### config.mk
export PLATFORM = sky130hd
export DESIGN_NAME = puf_cmd_ctrl
export DESIGN_NICKNAME = d
export VERILOG_FILES = /design/src/rtl/puf_cmd_ctrl_pkg.sv /design/src/rtl/puf_cmd_ctrl_excite_timer.sv /design/src/rtl/puf_cmd_ctrl.sv
export SDC_FILE = /design/constraint.sdc
export NUM_CORES = 1
export LEC_CHECK = 0
export ABC_AREA = 0
export CAP_MARGIN = 5
export CORE_AREA = 5 5 367 369
export DETAILED_ROUTE_END_ITERATION = 10
export DIE_AREA = 0 0 372 374
export PLACE_DENSITY_LB_ADDON = 0.12
export SETUP_SLACK_MARGIN = 0.3
export SKIP_CTS_REPAIR_TIMING = 1
export SYNTH_ARGS = -nofsm -noshare
export SYNTH_HDL_FRONTEND = slang
export SYNTH_SLANG_ARGS = --single-unit
### constraint.sdc
create_clock -name i_clk -period 40.6 [get_ports i_clk]
set_clock_uncertainty 0.2 [all_clocks]
set_input_delay 4.06 -clock i_clk [delete_from_list [all_inputs] [get_ports i_clk]]
set_output_delay 4.06 -clock i_clk [all_outputs]
set_load 0.02 [all_outputs]
### src/rtl/puf_cmd_ctrl_pkg.sv
// Shared definitions for the PUF command controller: frame layout, opcode
// values, FSM state encoding and status-byte bit positions.
package puf_cmd_ctrl_pkg;

    localparam int FRAME_W = 136;
    localparam int OP_W    = 8;
    localparam int DATA_W  = 128;

    localparam logic [OP_W-1:0] OP_EXC_DD  = 8'd1;
    localparam logic [OP_W-1:0] OP_EXC_XOR = 8'd2;
    localparam logic [OP_W-1:0] OP_RD_DD   = 8'd3;
    localparam logic [OP_W-1:0] OP_RD_XOR  = 8'd4;
    localparam logic [OP_W-1:0] OP_WR_DDC  = 8'd5;
    localparam logic [OP_W-1:0] OP_WR_XORC = 8'd6;

    localparam logic [2:0] ST_IDLE    = 3'd0;
    localparam logic [2:0] ST_DECODE  = 3'd1;
    localparam logic [2:0] ST_EXCITE  = 3'd2;
    localparam logic [2:0] ST_SETTLE  = 3'd3;
    localparam logic [2:0] ST_CAPTURE = 3'd4;
    localparam logic [2:0] ST_REPLY   = 3'd5;

    localparam int STAT_ILLEGAL = 7;
    localparam int STAT_OVERRUN = 6;
    localparam int STAT_SAT     = 5;

    function automatic logic op_legal(input logic [OP_W-1:0] op);
        return (op >= OP_EXC_DD) && (op <= OP_WR_XORC);
    endfunction

endpackage

### src/rtl/puf_cmd_ctrl_excite_timer.sv
// Excitation-length counter.
//   i_load : load i_n (one cycle, before the window opens)
//   i_en   : window active, count down
//   o_done : last cycle of the window
module puf_cmd_ctrl_excite_timer #(
    parameter int CNT_W = 16
) (
    input  logic             i_clk,
    input  logic             i_rst,
    input  logic             i_load,
    input  logic [CNT_W-1:0] i_n,
    input  logic             i_en,
    output logic             o_done
);

    logic [CNT_W-1:0] r_cnt;

    always_ff @(posedge i_clk or posedge i_rst) begin
        if (i_rst)
            r_cnt <= '0;
        else if (i_load)
            r_cnt <= i_n;
        else if (i_en && (r_cnt != '0))
            r_cnt <= r_cnt - 1'b1;
    end

    // <= 1 rather than == 1 so a window can never hang on a zero count.
    assign o_done = i_en && (r_cnt <= CNT_W'(1));

endmodule

### src/rtl/puf_cmd_ctrl.sv
// Command controller between the SPI slave and the DD-/XOR-PUF macros.
// Decodes each 136-bit frame {opcode, payload}, runs timed excitation
// windows, captures PUF responses, holds challenges and builds the reply.
//   i_clk, i_reset         : clock, async active-high reset
//   i_received, i_rx_valid : incoming frame and its one-cycle strobe
//   i_dd_resp, i_xor_resp  : PUF responses
//   o_excite_dd/xor        : registered excitation windows
//   o_dd_chal, o_xor_chal  : challenge registers
//   o_to_send, o_tx_load   : reply word {status, data} and its load strobe
//   o_busy                 : FSM not idle
module puf_cmd_ctrl
    import puf_cmd_ctrl_pkg::*;
#(
    parameter int CNT_W = 16
) (
    input  logic               i_clk,
    input  logic               i_reset,
    input  logic [FRAME_W-1:0] i_received,
    input  logic               i_rx_valid,
    input  logic [DATA_W-1:0]  i_dd_resp,
    input  logic [DATA_W-1:0]  i_xor_resp,
    output logic               o_excite_dd,
    output logic               o_excite_xor,
    output logic [DATA_W-1:0]  o_dd_chal,
    output logic [DATA_W-1:0]  o_xor_chal,
    output logic [FRAME_W-1:0] o_to_send,
    output logic               o_tx_load,
    output logic               o_busy
);

    logic [2:0]         r_state, w_next;
    logic [FRAME_W-1:0] r_cmd;
    logic [DATA_W-1:0]  r_dd_reg, r_xor_reg;
    logic               r_overrun;
    logic               r_exc_dd, r_exc_xor;
    logic               r_tx_load;
    logic [FRAME_W-1:0] r_to_send;

    logic [OP_W-1:0]    w_op;
    logic [DATA_W-1:0]  w_pay;
    logic               w_is_exc, w_is_rd, w_illegal, w_sat, w_drop, w_done;
    logic [CNT_W-1:0]   w_n;
    logic [7:0]         w_status;
    logic [DATA_W-1:0]  w_data;

    assign w_op      = r_cmd[FRAME_W-1:DATA_W];
    assign w_pay     = r_cmd[DATA_W-1:0];
    assign w_is_exc  = (w_op == OP_EXC_DD) || (w_op == OP_EXC_XOR);
    assign w_is_rd   = (w_op == OP_RD_DD) || (w_op == OP_RD_XOR);
    assign w_illegal = !op_legal(w_op);
    assign w_sat     = |w_pay[DATA_W-1:CNT_W];
    assign w_n       = w_sat ? '1 : w_pay[CNT_W-1:0];
    assign w_drop    = i_rx_valid && (r_state != ST_IDLE);

    puf_cmd_ctrl_excite_timer #(.CNT_W(CNT_W)) u_timer (
        .i_clk  (i_clk),
        .i_rst  (i_reset),
        .i_load (r_state == ST_DECODE),
        .i_n    (w_n),
        .i_en   (r_state == ST_EXCITE),
        .o_done (w_done)
    );

    always_comb begin
        w_next = ST_IDLE;
        case (r_state)
            ST_IDLE:    w_next = i_rx_valid ? ST_DECODE : ST_IDLE;
            ST_DECODE:  w_next = (w_is_exc && (w_n != '0)) ? ST_EXCITE : ST_REPLY;
            ST_EXCITE:  w_next = w_done ? ST_SETTLE : ST_EXCITE;
            ST_SETTLE:  w_next = ST_CAPTURE;
            ST_CAPTURE: w_next = ST_REPLY;
            default:    w_next = ST_IDLE;
        endcase
    end

    // Status is built on the transition into REPLY; a frame dropped in that
    // same cycle is already folded into the overrun bit being reported.
    always_comb begin
        w_status               = 8'h00;
        w_status[STAT_ILLEGAL] = w_illegal;
        w_status[STAT_OVERRUN] = r_overrun | w_drop;
        w_status[STAT_SAT]     = w_is_exc && w_sat;
        w_status[2:0]          = w_op[2:0];
        if (w_op == OP_RD_DD)
            w_data = r_dd_reg;
        else if (w_op == OP_RD_XOR)
            w_data = r_xor_reg;
        else if (w_illegal)
            w_data = w_pay;
        else
            w_data = '0;
    end

    always_ff @(posedge i_clk or posedge i_reset) begin
        if (i_reset) begin
            r_state    <= ST_IDLE;
            r_cmd      <= '0;
            r_dd_reg   <= '0;
            r_xor_reg  <= '0;
            o_dd_chal  <= '0;
            o_xor_chal <= '0;
            r_overrun  <= 1'b0;
            r_exc_dd   <= 1'b0;
            r_exc_xor  <= 1'b0;
            r_tx_load  <= 1'b0;
            r_to_send  <= '0;
        end else begin
            r_state   <= w_next;
            if ((r_state == ST_IDLE) && i_rx_valid)
                r_cmd <= i_received;
            r_exc_dd  <= (w_next == ST_EXCITE) && (w_op == OP_EXC_DD);
            r_exc_xor <= (w_next == ST_EXCITE) && (w_op == OP_EXC_XOR);
            if (r_state == ST_CAPTURE) begin
                if (w_op == OP_EXC_DD)
                    r_dd_reg  <= i_dd_resp;
                else
                    r_xor_reg <= i_xor_resp;
            end
            if (r_state == ST_DECODE) begin
                if (w_op == OP_WR_DDC)
                    o_dd_chal  <= w_pay;
                if (w_op == OP_WR_XORC)
                    o_xor_chal <= w_pay;
            end
            // A fresh drop wins over the clear after a read reply.
            if (w_drop)
                r_overrun <= 1'b1;
            else if ((r_state == ST_REPLY) && w_is_rd)
                r_overrun <= 1'b0;
            r_tx_load <= (w_next == ST_REPLY);
            if (w_next == ST_REPLY)
                r_to_send <= {w_status, w_data};
        end
    end

    assign o_excite_dd  = r_exc_dd;
    assign o_excite_xor = r_exc_xor;
    assign o_tx_load    = r_tx_load;
    assign o_to_send    = r_to_send;
    assign o_busy       = (r_state != ST_IDLE);

endmodule

==> metrics.log <==
INFO  metric p_leak = 19.6 nW
INFO  metric global_route_wire_length_before_repair = 184 mm
INFO  metric r2r_start = r_cmd[67]
INFO  metric timing.setup.critical_path_class = input port to asynchronous set/reset pin
INFO  metric max_cap_viol_count = 0
INFO  metric mostFrequentLayoutCells = 805 x dfrtp_1, 788 x clkdlybuf4s50_1, 644 x mux2_2, 139 x inv_1, 129 x mux2i_1
INFO  metric layout-drive-gt1-share = 28.3%
INFO  metric num_vias = 22391
INFO  metric maxUsedRoutingLayer = met5
INFO  metric track_usage = 18.2%
INFO  metric detail_route.wirelength = 130 mm
INFO  metric met1_length = 52.4 mm
INFO  metric detail_route.vias_per_cell = 4.63
INFO  metric clk_path_buf_depth = 3
INFO  metric grt_setup_unrepaired = false
INFO  metric critPathLaunchType = input port
INFO  metric largest_register_ff_count = 136
INFO  metric yosys_register_bits = 805
INFO  metric area_delta_synth_final = 40.2%
INFO  metric synth_sequential_area_ratio = 62.0%
INFO  metric boundaryPins = 791
INFO  metric layout_setup_ws = 32470 ps
INFO  metric htree_levels = 3
INFO  metric power.internal = 0.00235 W
INFO  metric detailroute.wirelength.met2 = 64.2 mm
INFO  metric max_slew_margin = 22.0%
INFO  metric nets = 3372
INFO  metric p_switching = 0.00131 W
INFO  metric ff2ff_setup_slack = 34800 ps
INFO  metric fin_util = 34.8%
INFO  metric row_count = 133
INFO  metric antenna_found_initial = 36
INFO  metric logic_gate_share_of_total_power = 36.2%
INFO  metric synth-edff-count = 0
INFO  metric syn_avg_cell_area = 14.8 um^2
INFO  metric met3WireLength = 10.2 mm
INFO  metric antenna_nets_post_route = 0
INFO  metric clk-insertion-delay-late = 710 ps
INFO  metric inserted_clock_buffers = 97
INFO  metric min-delay-path-class = flip-flop to flip-flop
INFO  metric synth_cell_area = 32500 um^2
INFO  metric top_register = r_cmd
INFO  metric die_width = 372 um
INFO  metric power_switching_share = 35.8%
INFO  metric fill_cells = 12857
INFO  metric core-area = 131000 um^2
INFO  metric ys.flop_type = dfrtp_1
INFO  metric placement.io_buffers = 788
INFO  metric gp_congestion = 0.816
INFO  metric drt_pass1_iterations = 8
INFO  metric async_flop_share = 100%
INFO  metric seqCellArea = 20100 um^2
INFO  metric grt_start_max_net_pins = 144
INFO  metric worst_case_setup_slack_after_placement = 31530 ps
INFO  metric synth.yosys.warnings = 0
INFO  metric first_global_vias = 24367
INFO  metric arrival = 8640 ps
INFO  metric timing.final.max_slew_violations = 0
INFO  metric layout.cells.most_common = dfrtp_1
INFO  metric synthCells = 2188
INFO  metric status = finished, final reports clean
INFO  metric post_drt_wl_per_cell = 26.8 um
INFO  metric clkPwrFrac = 24.4%
INFO  metric required = 41100 ps
INFO  metric cp-startpoint = i_reset
INFO  metric shortest_period_the_worst_path_allows = 8130 ps
INFO  metric clock_transition_at_path_regs = 60 ps
INFO  metric final_hold_fails = 0
INFO  metric post_synth_num_cell_types = 49
INFO  metric critPathCaptureType = asynchronous set/reset pin
INFO  metric drc = 0
INFO  metric floorplan.die_area = 139000 um^2
INFO  metric tightest_slew = 1170 ps
INFO  metric hp-start = o_xor_chal[94]
INFO  metric fin_setup_tns = 0 ps
INFO  metric globalRouteOverflowTotal = 0
INFO  metric tritoncts = done
INFO  metric clock_tree.root_cell = clkbuf_16
INFO  metric fmax = 0.123 GHz
INFO  metric report.final.setup_viol = 0
INFO  metric numClockSinks = 805
INFO  metric die_height = 374 um
INFO  metric seq_power_share = 39.4%
INFO  metric multi_input_comb_area = 11100 um^2
INFO  metric dp_hpwl = 91.4 mm
INFO  metric initial_utilization = 24.8%
INFO  metric period_share = 20.0%
INFO  metric power_density = 80.3 nW/um^2
INFO  metric drt_iter0_markers = 1650
INFO  metric worstPathMaxFanout = 125
INFO  metric max-vdd-ir-drop = 0.0380 mV
## routing by layer
metal,vias up,track usage [%]
met5,-,0
met3,142,5.62
met1,11821,22.3
met4,26,5.14
li1,9637,-
met2,765,30.8
## path summary, 6_finish.rpt
| kind | depth (start not counted) | endpoint |
|---|---|---|
| worst max-delay path | 6 | r_cmd[121] |
| worst min-delay path | 1 | o_xor_chal[94] |
| worst max register to register | 9 | o_to_send[54] |
| worst min register to register | 1 | o_xor_chal[94] |
| max in group i_clk | 2 | o_busy |
| min in group asynchronous | 2 | o_to_send[114] |
## logic make-up (layout without fill, tap and decap cells)
group / Yosys count / after routing / share of synthesized area [%]
flops: 805 / 805 / 62.0
fa+ha+maj: 2 / 2 / 0.0771
mux: 773 / 773 / 26.3
simple gates: 141 / 141 / 2.37
other cells: 1 / 26 / 0.0116
buf+inv: 280 / 1147 / 4.02
compound gates: 181 / 181 / 5.03
xor+xnor: 5 / 5 / 0.135
## stage by stage
| step | instance area, um^2 | hold slack [ps] | instances | power (W) |
|---|---|---|---|---|
| floorplan | 32500 | 272 | 2189 | 0.00211 |
| global placement | 42200 | 284 | 4631 | 0.00277 |
| finish | 45500 | 304 | 4835 | 0.00366 |
| detailed placement | 42200 | 294 | 4631 | 0.00280 |
| CTS | 45500 | 307 | 4811 | 0.00372 |
| global route | 45500 | 312 | 4818 | 0.00385 |
## critical path: stages
cell	delay [ps]
clkdlybuf4s50_1	490
inv_8	620
buf_4	860
buf_4	690
buf_4	880
buf_4	800
## synth_stat cells, types with 3 or more instances
| cell type | number | area share (%) |
|---|---|---|
| dfrtp_1 | 805 | 62 |
| mux2_2 | 644 | 22 |
| inv_1 | 140 | 1.6 |
| mux2i_1 | 129 | 4.0 |
| a222oi_1 | 128 | 3.9 |
| buf_2 | 55 | 0.85 |
| clkbuf_1 | 52 | 0.60 |
| nor4_1 | 34 | 0.66 |
| nand2_1 | 22 | 0.25 |
| nor2_1 | 19 | 0.22 |
| nor3_1 | 19 | 0.29 |
| buf_6 | 17 | 0.59 |
| o21ai_0 | 16 | 0.25 |
| buf_4 | 15 | 0.35 |
| a21oi_1 | 11 | 0.17 |
| nand3_1 | 10 | 0.15 |
| nand4_1 | 8 | 0.15 |
| or3_1 | 5 | 0.096 |
| or4_1 | 5 | 0.12 |
| and3_1 | 4 | 0.077 |
| o211ai_1 | 4 | 0.092 |
| or2_2 | 4 | 0.077 |
| a211oi_1 | 3 | 0.069 |
| a221oi_1 | 3 | 0.081 |
| nand2b_1 | 3 | 0.058 |
| nor3b_1 | 3 | 0.069 |
| xnor2_1 | 3 | 0.081 |
## power groups by stage
stage | Combinational [W] | Sequential (W) | Clock (W)
5_1_grt | 0.00141 | 0.00148 | 0.000952
4_1_cts | 0.00135 | 0.00145 | 0.000923
3_5_place_dp | 0.00135 | 0.00146 | 0
3_3_place_gp | 0.00132 | 0.00144 | 0
2_1_floorplan | 0.000612 | 0.00150 | 0
6_report | 0.00132 | 0.00144 | 0.000893
## cell type report
class | instances | share of cell area, %
clock inverter | 37 | 0.841
sequential | 805 | 44.3
multi-input combinational | 1104 | 24.4
timing repair buffer | 827 | 18.0
clock buffer | 143 | 6.37
tap | 1755 | 4.82
antenna | 24 | 0.132
inverter | 140 | 1.17
(Power assumes the default switching activity.)
